==> config.mk <==
export PLATFORM = sky130hd
export DESIGN_NAME = inv_sbox_seq
export DESIGN_NICKNAME = d
export VERILOG_FILES = /design/src/rtl/inv_sbox_seq.sv
export SDC_FILE = /design/constraint.sdc
export NUM_CORES = 1
export LEC_CHECK = 0
export ABC_AREA = 0
export ABC_CLOCK_PERIOD_IN_PS = 3330
export CORE_MARGIN = 2
export CORE_UTILIZATION = 50
export DETAILED_ROUTE_END_ITERATION = 6
export PLACE_DENSITY_LB_ADDON = 0.25
export SYNTH_ARGS = -nofsm -noshare
export SYNTH_HDL_FRONTEND = slang
export SYNTH_SLANG_ARGS = --single-unit
==> constraint.sdc <==
create_clock -name sys_clk -period 3.33 [get_ports sys_clk]
set_clock_uncertainty 0.2 [all_clocks]
set_input_delay 0.666 -clock sys_clk [delete_from_list [all_inputs] [get_ports sys_clk]]
set_output_delay 0.666 -clock sys_clk [all_outputs]
set_load 0.05 [all_outputs]
==> src/rtl/inv_sbox_seq.sv <==
// Shares one synchronous-read inverse S-box ROM across all bytes of an AES state:
// accept a state, issue one lookup per byte, collect the results, hand the state on.
module inv_sbox_seq #(
    parameter int ROM_LAT = 1,
    parameter int NBYTES  = 16
) (
    input  logic                  sys_clk,
    input  logic                  sys_rst,
    input  logic [8*NBYTES-1:0]   in_state,
    input  logic                  in_valid,
    output logic                  in_ready,
    output logic [7:0]            rom_adr,
    input  logic [7:0]            rom_dat,
    output logic [8*NBYTES-1:0]   out_state,
    output logic                  out_valid,
    input  logic                  out_ready,
    output logic                  busy
);

    localparam int          IW   = $clog2(NBYTES);
    localparam logic [4:0]  LAST = 5'(NBYTES - 1);
    localparam logic [4:0]  STOP = 5'(NBYTES);

    typedef enum logic [1:0] {IDLE, ISSUE, DRAIN, DONE} state_t;

    state_t              state, state_nxt;
    logic [8*NBYTES-1:0] in_reg;
    logic [8*NBYTES-1:0] out_reg;
    logic [4:0]          issue_cnt;
    logic [4:0]          cap_cnt;
    logic [ROM_LAT-1:0]  pipe_vld;
    logic [IW-1:0]       pipe_idx [ROM_LAT];
    logic                accept;
    logic                cap_en;

    assign accept    = (state == IDLE) && in_valid;
    assign cap_en    = pipe_vld[ROM_LAT-1];
    assign out_state = out_reg;

    always_ff @(posedge sys_clk) begin
        if (sys_rst) begin
            state <= IDLE;
        end else begin
            state <= state_nxt;
        end
    end

    always_comb begin
        state_nxt = state;
        in_ready  = 1'b0;
        out_valid = 1'b0;
        busy      = 1'b1;
        rom_adr   = 8'h00;
        case (state)
            IDLE: begin
                in_ready = 1'b1;
                busy     = 1'b0;
                if (in_valid) begin
                    state_nxt = ISSUE;
                end
            end
            ISSUE: begin
                rom_adr = in_reg[{issue_cnt[IW-1:0], 3'b000} +: 8];
                if (issue_cnt == LAST) begin
                    state_nxt = DRAIN;
                end
            end
            DRAIN: begin
                // Leave only once the last byte's ROM data has landed in out_reg.
                if (cap_en && (cap_cnt == LAST)) begin
                    state_nxt = DONE;
                end
            end
            DONE: begin
                out_valid = 1'b1;
                if (out_ready) begin
                    state_nxt = IDLE;
                end
            end
            default: state_nxt = IDLE;
        endcase
    end

    // The shift pipe tags each lookup with its byte index so the returning data
    // can be written into the right slot ROM_LAT cycles later.
    always_ff @(posedge sys_clk) begin
        if (sys_rst) begin
            in_reg    <= '0;
            out_reg   <= '0;
            issue_cnt <= '0;
            cap_cnt   <= '0;
            pipe_vld  <= '0;
            for (int i = 0; i < ROM_LAT; i++) begin
                pipe_idx[i] <= '0;
            end
        end else begin
            if (accept) begin
                in_reg    <= in_state;
                issue_cnt <= '0;
                cap_cnt   <= '0;
            end else begin
                if ((state == ISSUE) && (issue_cnt != STOP)) begin
                    issue_cnt <= issue_cnt + 5'd1;
                end
                if (cap_en) begin
                    cap_cnt <= cap_cnt + 5'd1;
                end
            end
            pipe_vld[0] <= (state == ISSUE);
            pipe_idx[0] <= issue_cnt[IW-1:0];
            for (int i = 1; i < ROM_LAT; i++) begin
                pipe_vld[i] <= pipe_vld[i-1];
                pipe_idx[i] <= pipe_idx[i-1];
            end
            if (cap_en) begin
                out_reg[{pipe_idx[ROM_LAT-1], 3'b000} +: 8] <= rom_dat;
            end
        end
    end

endmodule
== Word level (Yosys, flattened, before mapping) ==
Memory sizes are Yosys's and may differ from the RTL's.
Cells that the tools add are included.
W data, S select, Z words.
Word-level totals
  bits in writable memories: 4
  ROM bits: 0
  register bits after elaboration: 269
  logic and storage cells: 45
  latch bits: 0
  output and inout port bits: 139
  memories: 1
  bits of input ports: 140
Cells by class
  div/mod/pow operators: 0
  shift-type cells: 3
  bitwise operators: 0
  equal/unequal tests: 10
  multiplexer cells: 15
  reduce and logical (&&, ||, !) cells: 7
  $mul: 0
  $add $sub $neg: 3
  magnitude comparators: 0
Memory list
  pipe_idx: words 1, bits a word 4, rd ports 1, clocked after Yosys merged registers in 0, wr ports 1, RTL line 32  | logic [IW-1:0] pipe_idx [ROM_LAT];
Operators with widths (number)
  $bwmux W128: 1
  $shift A8 B9 Y128 const A: 1
  $shiftx A128 B8 Y8: 1
  $shiftx A8 B9 Y128: 1
  $add A5 B1 Y5 const B: 2
  $eq A5 B4 Y1 const B: 2
  $neg A7 Y9: 1
  $mux W2: 4
  $mux W8: 1
  $ne A2 B2 Y1 const B: 4
  $pmux W2 S4: 1
  $mux W1: 7
  $ne A5 B5 Y1 const B: 1
  $eq A2 B2 Y1 const B: 2
  $mux W4: 1
  $reduce_and A4 Y1: 1
  $reduce_or A4 Y1: 1
  $logic_and A1 B1 Y1: 3
  $eq A2 B1 Y1 const B: 1
  $logic_not A2 Y1: 1
  $reduce_or A2 Y1: 1

== Depth between registers and ports, before layout ==
Gate-level depths: netlist (run 1).
  depth after elaboration: 4
  mapped depth: 8
  mapped depth without buffers: 7

== Worst setup path after synthesis (run 1) ==
No wires, ideal clock.
  kind: reg2out
  from: reg issue_cnt[1]
  to: out rom_adr[0]
  slack: 0.222 ns
  data required time: 2.464 ns
  arrival time: 2.242 ns
  cell stages (with the launch flop): 6
  cells stage by stage: dfxtp_1 > clkbuf_1 > clkbuf_1 > mux4_2 > mux2i_1 > o21ai_0
Between the ends
  cells in the longest elaborated chain, start to end: 2
Ends and longest elaborated chain
  from (decl): RTL line 29  | logic [4:0] issue_cnt;
  from (signal assigned): RTL line 103  | issue_cnt <= issue_cnt + 5'd1;
  $shiftx A128 B8 Y8: RTL line 63  | rom_adr = in_reg[{issue_cnt[IW-1:0], 3'b000} +: 8];
  $mux W8: RTL line 54  | case (state)
  to (decl): RTL line 12  | output logic [7:0] rom_adr,
Every way passes these cells.

== Worst setup path in the final report (run 1) ==
  from: reg issue_cnt[1]
  to: out rom_adr[4]
The elaborated chain is that of the path after synthesis.

==> results of run 1 <==
==> stage by stage <==
| step | std cells | power [W] |
|---|---|---|
| floorplan | 1222 | 0.00507 |
| global placement | 1715 | 0.00575 |
| detailed placement | 1715 | 0.00578 |
| CTS | 1765 | 0.00902 |
| global route | 1766 | 0.00935 |
| finish | 1766 | 0.00897 |
==> cell usage after synthesis (3+ instances only) <==
library cell	number	area, µm²
buf_1	9	33.8
xor2_1	5	43.8
dfxtp_1	273	5470
inv_1	9	33.8
xnor2_1	4	35.0
o21ai_0	8	40.0
a21oi_1	129	646
and2_1	3	18.8
clkbuf_1	59	221
mux4_2	16	360
ha_1	12	150
nor2_1	25	93.8
a22oi_1	16	120
nand2_1	279	1050
mux2i_1	170	1700
and3_1	6	37.5
buf_2	14	70.1
nand3_1	13	65.1
nor2b_1	8	50.1
nand2b_1	133	832
==> worst max path at each step <==
stage | start | cells past startpoint | end
after floorplan | issue_cnt[1] | 5 | rom_adr[0]
after global placement | issue_cnt[0] | 5 | rom_adr[4]
after detailed placement | issue_cnt[0] | 5 | rom_adr[4]
after CTS | issue_cnt[0] | 5 | rom_adr[4]
after global routing | issue_cnt[0] | 5 | rom_adr[6]
final | issue_cnt[1] | 5 | rom_adr[4]
==> per-layer routing <==
layer | wire (µm) | track usage (%) | up-vias
li1 | - | - | 4562
met1 | 13000 | 32.4 | 4366
met2 | 14900 | 42.9 | 338
met3 | 1910 | 3.39 | 63
met4 | 1030 | 9.08 | 0
met5 | 0 | 0 | -
==> power by group <==
group,total [W],switching (W),internal (W)
clock,0.00324,0.00126,0.00198
combinational,0.00192,0.00113,0.000786
sequential,0.00381,0.000235,0.00358
==> cell type report <==
cell class	count	share of cell area [%]
well taps	285	2.31
multi-input cells	857	36.0
flip-flops and latches	273	35.5
repair buffers	291	19.7
clock buffers	42	5.48
clock inverters	8	0.771
inverters	10	0.244
==> placed cells by master, fill, tap and decap left out, types with 3 or more instances in the layout <==
cell / Yosys / final
nor2_1: 25 / 25
buf_4: 0 / 7
clkbuf_8: 0 / 7
nand2_1: 279 / 278
nand2b_1: 133 / 133
clkbuf_16: 0 / 30
nor2b_1: 8 / 7
o21ai_0: 8 / 8
clkinv_2: 0 / 4
mux4_2: 16 / 16
a22oi_1: 16 / 16
bufinv_16: 0 / 3
mux2i_1: 170 / 170
buf_12: 0 / 12
inv_1: 9 / 9
xnor2_1: 4 / 4
a21oi_1: 129 / 129
nand3_1: 13 / 13
ha_1: 12 / 12
dfxtp_1: 273 / 271
xor2_1: 5 / 5
clkdlybuf4s50_1: 0 / 269
and3_1: 6 / 6
clkbuf_1: 59 / 6
==> what timing repair did <==
item                                    in CTS  in global routing
hold buffers                                 0                  0
resized for setup                            0                  4
endpoints found under the setup margin       0                  8
==> critical path, stage by stage (launching register included) <==
cell and delay (ns):
dfxtp_2 0.55, buf_12 0.24, mux4_2 0.21, mux2i_1 0.06, o21ai_0 0.60, buf_12 0.22
==> logic make-up after synthesis <==
group | share of synthesized area (%)
simple gates | 20.4
flops | 48.1
mux | 18.1
compound gates | 8.09
buf+inv | 3.19
fa+ha+maj | 1.32
xor+xnor | 0.694
==> flow_summary.ini, run 1 <==
[min_path]
min-delay-path-class = reg -> reg
whs_path_depth = 2
min_to = in_reg[117]
hp-start = in_reg[117]

[critical_path]
required_ns = 2.46
worstPathMaxFanout = 22
worstSetupPathType = reg -> out
start_kind = flip-flop
rr_startpoint = issue_cnt[1]
endpoint_kind = output port
r2r_cells = 8
r2r_end = state[1]
cp.arrival_ns = 2.41
r2r_slack_ns = 0.77

[layout]
n_fill_cell = 1830
seqCellArea_um2 = 5470
syn_to_final_growth_pct = 35.6
drive_gt1_share_pct = 7.16
final_core_util_pct = 68.5
multi_input_area_um2 = 5550
nets = 1613
num_antenna_cells = 0
fin_area_um2 = 15400

[timing]
hold_viol_final = 0
fin_tns_setup_ns = 0
slew_headroom_pct = 49.2
rsz0062_at_grt = no
worst_pin_slew_ns = 0.755
timing.fmax_mhz = 305
setup_viol = 0
period_needed_ns = 3.28
min_period_over_period_pct = 98.5
maxSlewViolCount = 0
hold_slack_ns = 0.256
setup_ws_ns = 0.0496

[logic_synthesis]
synth.distinct_cells = 42
syn-num-nets = 1374
synth_cells = 1222
async_flop_share_pct = 0
synth-main-ff-cell = dfxtp_1
synth_edf_count = 0
syn_area_per_cell_um2 = 9.30
synth_seq_cells = 273
syn-cell-area_um2 = 11400
yosysWarningCount = 0
ys_seq_area_share_pct = 48.1

[grt]
grt_pass1_vias = 9090
grt_pass1_wl_um = 48000
antenna_found_initial = 0
grt_overflow = 0
grt_max_degree = 120
grt_usage_pct = 25.0

[die]
core.rowCount = 55
die_y_um = 155
die_width_um = 155
core_um2 = 22500
design.die.area_um2 = 23900
start_util_pct = 50.5
ios = 279

[pwr]
power_density_nw_per_um2 = 582
p_leak_nw = 5.85
ir_drop_v = 0.000359

[placed_design]
dpl-instance-area_um2 = 14400
detailed_place_hpwl_um = 22400
gp_congestion = 0.914
io_buffers = 278
pre_cts_ws_ns = 0.595

[cts]
htreeDepth = 1
numCtsBuffers = 28
clkTransAtPathRegs_ns = 0.06
clk_path_buf_depth = 3
post_cts_buffers = 0
root_buffer = clkbuf_16
cts.sink_count = 273
clock_latency_ns = 0.53
cts_tree = yes

[route]
drc = 0
via_per_inst = 5.28
drt_iter0_drc = 539
routed_wl_um = 30900
first_pass_iters = 7
wl_per_cell_um = 17.5
vias = 9329
ant_nets = 0

[run]
cap_violations = 0

[run_status]
outcome = completed
(Power assumes the default switching activity.)
==> run 2, diff against run 1 <==
--- a/config.mk
+++ b/config.mk
@@ -11,6 +11,7 @@
 export CORE_UTILIZATION = 50
 export DETAILED_ROUTE_END_ITERATION = 6
 export PLACE_DENSITY_LB_ADDON = 0.25
+export SETUP_SLACK_MARGIN = 0.4
 export SYNTH_ARGS = -nofsm -noshare
 export SYNTH_HDL_FRONTEND = slang
 export SYNTH_SLANG_ARGS = --single-unit
==> flow_summary.ini, run 2 (same netlist as run 1, synthesis figures left out) <==
[run_status]
outcome = completed

[route]
vias = 9346
drt_iter0_drc = 503
via_per_inst = 5.27
drc = 0
routed_wl_um = 31100
wl_per_cell_um = 17.5
first_pass_iters = 5
ant_nets = 0

[critical_path]
endpoint_kind = output port
critical-path-slowest-cell = mux4_2
cp_num_buf_inv = 2
r2r_end = state[1]
worstPathMaxFanout = 5
worstSetupStartpoint = issue_cnt[0]
cp_slowest_stage_delay_ns = 0.53
r2r_cells = 8
cp.arrival_ns = 2.13
critPathCapture = rom_adr[2]
cp_top_family = multiplexers
required_ns = 2.46
cp_num_cells = 5
path_cells = clkbuf_16 > mux4_2 > mux2i_4 > o21ai_4 > buf_12
rr_startpoint = issue_cnt[1]
worstSetupPathType = reg -> out
r2r_slack_ns = 0.71
start_kind = flip-flop

[cts]
clkTransAtPathRegs_ns = 0.06
htreeDepth = 1
cts.sink_count = 273
clk_path_buf_depth = 3
clock_latency_ns = 0.53
cts_tree = yes
root_buffer = clkbuf_16
numCtsBuffers = 28

[grt]
grt_overflow = 0
antenna_found_initial = 0
grt_pass1_vias = 9076
grt_pass1_wl_um = 47900
grt_usage_pct = 24.8
grt_max_degree = 109

[layout]
num_antenna_cells = 0
nets = 1618
fin_area_um2 = 15700
drive_gt1_share_pct = 9.54
mostFrequentLayoutCell = nand2_1
syn_to_final_growth_pct = 38.0
final_core_util_pct = 69.7
n_fill_cell = 1756
final_cell_mix = 278 x nand2_1, 271 x dfxtp_1, 267 x clkdlybuf4s50_1, 162 x mux2i_1, 132 x nand2b_1
seqCellArea_um2 = 5470
multi_input_area_um2 = 5700

[placed_design]
detailed_place_hpwl_um = 21700
dpl-instance-area_um2 = 14400
io_buffers = 278
gp_congestion = 0.825

[timing]
rsz0062_at_grt = yes
worst_pin_slew_ns = 0.646
timing.fmax_mhz = 333
period_needed_ns = 3.00
slew_headroom_pct = 56.9
hold_viol_final = 0
maxSlewViolCount = 0
fin_tns_setup_ns = 0
min_period_over_period_pct = 90.1
setup_viol = 0

[pwr]
p_leak_nw = 5.95
p_sw_w = 0.00271
seq_power_share_pct = 41.6
power_density_nw_per_um2 = 582
swShare_pct = 29.7
p_clk_share_pct = 36.2
power_frac_comb_pct = 22.2
ir_drop_v = 0.000334
internal_power_w = 0.00641

[die]
core.rowCount = 55
start_util_pct = 50.5
die_y_um = 155
core_um2 = 22500
ios = 279
die_width_um = 155
design.die.area_um2 = 23900

[min_path]
min-delay-path-class = reg -> reg

[run]
cap_violations = 0
-- run 2: cell types whose count changed in the layout (fill, tap and decap cells not counted), sizes merged --
cell	previous run	this run
bufinv	3	2
clkbuf	43	45
clkdlybuf4s50	269	267
inv	11	12
buf	21	25
clkinv	4	5
dlygate4sd2	0	2
-- run 2: timing repair --
| item | CTS | global route |
|---|---|---|
| endpoints found under the setup margin | 10 | 8 |
| hold buffers | 0 | 0 |
| gates cloned | 2 | 2 |
| pin swaps | 0 | 1 |
| endpoints found under the hold margin | 0 | 0 |
| setup buffers | 1 | 2 |
| resized for setup | 36 | 7 |
-- run 2: worst min path at each step --
stage | startpoint | end | slack [ns] | cells after the start
2_1_floorplan | in_reg[16] | in_reg[16] | 0.23 | 2
3_3_place_gp | in_reg[5] | in_reg[5] | 0.24 | 2
3_5_place_dp | in_reg[79] | in_reg[79] | 0.25 | 2
4_1_cts | in_reg[124] | in_reg[124] | 0.25 | 2
5_1_grt | in_reg[73] | in_reg[73] | 0.27 | 2
6_report | in_reg[26] | in_reg[26] | 0.25 | 2
-- run 2: metrics by stage --
stage | instances | hold WS [ns] | worst slack [ns] | power (W)
2_1_floorplan | 1222 | 0.233 | 0.599 | 0.00508
3_3_place_gp | 1714 | 0.239 | 0.672 | 0.00568
3_5_place_dp | 1714 | 0.246 | 0.648 | 0.00573
4_1_cts | 1769 | 0.255 | 0.295 | 0.00912
5_1_grt | 1773 | 0.268 | 0.274 | 0.00951
6_report | 1773 | 0.252 | 0.330 | 0.00912
-- run 2: power groups by stage --
| stage | Clock (W) | Combinational [W] | Sequential, W |
|---|---|---|---|
| detailed placement | 0 | 0.00189 | 0.00384 |
| global placement | 0 | 0.00185 | 0.00383 |
| CTS | 0.00335 | 0.00198 | 0.00379 |
| finish | 0.00330 | 0.00202 | 0.00379 |
| global route | 0.00348 | 0.00220 | 0.00382 |
| floorplan | 0 | 0.00127 | 0.00381 |
-- run 2: worst reg2reg max path, stage by stage, from the launching register on --
cell       delay [ns]
dfxtp_2          0.47
buf_16           0.25
ha_1             0.22
and3_1           0.18
ha_1             0.14
inv_1            0.05
a2111oi_1        0.62
mux2i_1          0.31
nor2_1           0.06
-- run 2: layer usage --
layer | vias up | share of wire (%) | global-route usage [%]
met5 | - | 0 | 0
met4 | 0 | 2.2 | 6.79
met3 | 52 | 5.6 | 3.78
met2 | 310 | 51 | 45.2
met1 | 4395 | 41 | 30.6
li1 | 4589 | - | -
-- run 2: cell type report --
type	instances	area share, %
multi-input cells	857	36.3
flip-flops and latches	273	34.9
repair buffers	296	19.9
clock buffers	43	5.67
well taps	285	2.27
clock inverters	9	0.678
inverters	10	0.239
==> run 3, diff against run 2 <==
--- a/config.mk
+++ b/config.mk
@@ -11,6 +11,7 @@
 export CORE_UTILIZATION = 50
 export DETAILED_ROUTE_END_ITERATION = 6
 export PLACE_DENSITY_LB_ADDON = 0.25
+export REMOVE_ABC_BUFFERS = 1
 export SETUP_SLACK_MARGIN = 0.4
 export SYNTH_ARGS = -nofsm -noshare
 export SYNTH_HDL_FRONTEND = slang
==> flow_summary.ini, run 3 (same netlist as run 1, synthesis figures left out) <==
[route]
ant_nets = 0
drc = 0
routed_wl_um = 29700
drt_iter0_drc = 497
via_per_inst = 5.22
wl_per_cell_um = 16.8
vias = 9235
first_pass_iters = 5

[pwr]
p_clk_share_pct = 33.4
p_sw_w = 0.00259
internal_power_w = 0.00612
finalPower_w = 0.00871
power_density_nw_per_um2 = 559
swShare_pct = 29.7
p_leak_nw = 5.90
power_frac_comb_pct = 23.3
seq_power_share_pct = 43.3
ir_drop_v = 0.000359

[placed_design]
detailed_place_hpwl_um = 20700
dpl-instance-area_um2 = 14400
gp_congestion = 0.827
pre_cts_ws_ns = 0.497
io_buffers = 278

[timing]
worst_pin_slew_ns = 0.698
setup_viol = 0
hold_slack_ns = 0.250
timing.fmax_mhz = 336
hold_viol_final = 0
min_period_over_period_pct = 89.5
setup_ws_ns = 0.350
period_needed_ns = 2.98
maxSlewViolCount = 0
rsz0062_at_grt = yes
slew_headroom_pct = 53.4

[cts]
clk_path_buf_depth = 3
htreeDepth = 1
clkTransAtPathRegs_ns = 0.06
cts.sink_count = 273
clock_latency_ns = 0.52
cts_hold_buf = 0
numCtsBuffers = 27
root_buffer = clkbuf_16
cts_tree = yes

[layout]
fin_area_um2 = 15600
syn_to_final_growth_pct = 37.2
n_fill_cell = 1734
mostFrequentLayoutCell = nand2_1
nets = 1618
final_cell_mix = 278 x nand2_1, 270 x dfxtp_1, 266 x clkdlybuf4s50_1, 164 x mux2i_1, 133 x nand2b_1
num_antenna_cells = 0
drive_gt1_share_pct = 9.24

[grt]
grt_overflow = 0
grt_pass1_wl_um = 46800
grt_max_degree = 86
grt_pass1_vias = 8976
grt_usage_pct = 24.2
antenna_found_initial = 0

[die]
ios = 279
core.rowCount = 55
design.die.area_um2 = 23900
start_util_pct = 50.5
core_um2 = 22500
die_width_um = 155
die_y_um = 155

[run_status]
outcome = completed

[critical_path]
start_kind = flip-flop
r2r_slack_ns = 0.80
worstPathMaxFanout = 7
endpoint_kind = output port
worstSetupPathType = reg -> out
cp.arrival_ns = 2.11
r2r_cells = 6
required_ns = 2.46

[run]
cap_violations = 0

[min_path]
whs_path_depth = 2
min-delay-path-class = reg -> reg
run 3: cell count changes in the layout (fill, tap and decap cells not counted), sizes merged, moves of 2 or more:
cell and delta:
buf +3, clkbuf -3, bufinv -2, clkinv -2, inv -2
run 3: final timing paths:
kind,from,end
setup / recovery,issue_cnt[0],rom_adr[7]
hold / removal,in_reg[21],in_reg[21]
setup reg to reg,pipe_idx[0][0],out_state[31]
hold reg to reg,in_reg[21],in_reg[21]
run 3: routing by layer:
layer / wire length (µm) / share of wire, % / GRT usage (%)
met1: 12900 / 43 / 31.9
met2: 14300 / 48 / 41.3
met3: 1760 / 5.9 / 3.67
met4: 768 / 2.6 / 6.92
met5: 0 / 0 / 0
run 3: power groups by stage:
stage,clock network (W),logic (W),registers [W]
global placement,0,0.00185,0.00383
finish,0.00291,0.00203,0.00377
detailed placement,0,0.00189,0.00383
CTS,0.00296,0.00200,0.00377
floorplan,0,0.00116,0.00385
global route,0.00310,0.00221,0.00381
run 3: stage by stage:
step           util [%]  setup TNS [ns]  cells
2_1_floorplan         -          -62.47   1140
3_3_place_gp       64.1               0   1714
3_5_place_dp       64.1               0   1714
4_1_cts            68.7               0   1767
5_1_grt            69.3               0   1768
6_report           69.3               0   1768
run 3: repair_timing:
action                                  in CTS  in global routing
pin swaps                                    1                  1
endpoints found under the setup margin      10                  9
buffers inserted                             6                  1
gates resized for setup                     35                 22
gates cloned                                 1                  0
run 3: area by class of cell:
class                           instances  area (µm²)  share of cell area [%]
Sequential cell                       273        5470                    35.1
Clock buffer                           42         832                    5.34
Timing Repair Buffer                  297        3150                    20.2
Multi-Input combinational cell        857        5710                    36.7
Clock inverter                          4        22.5                   0.145
Inverter                               10        37.5                   0.241
Tap cell                              285         357                    2.29
run 3: worst max-delay path, cell delays in order (launching register included):
cell	delay, ns
dfxtp_4	0.37
buf_12	0.11
buf_16	0.13
mux4_2	0.50
mux2i_2	0.20
o21ai_2	0.10
buf_12	0.18
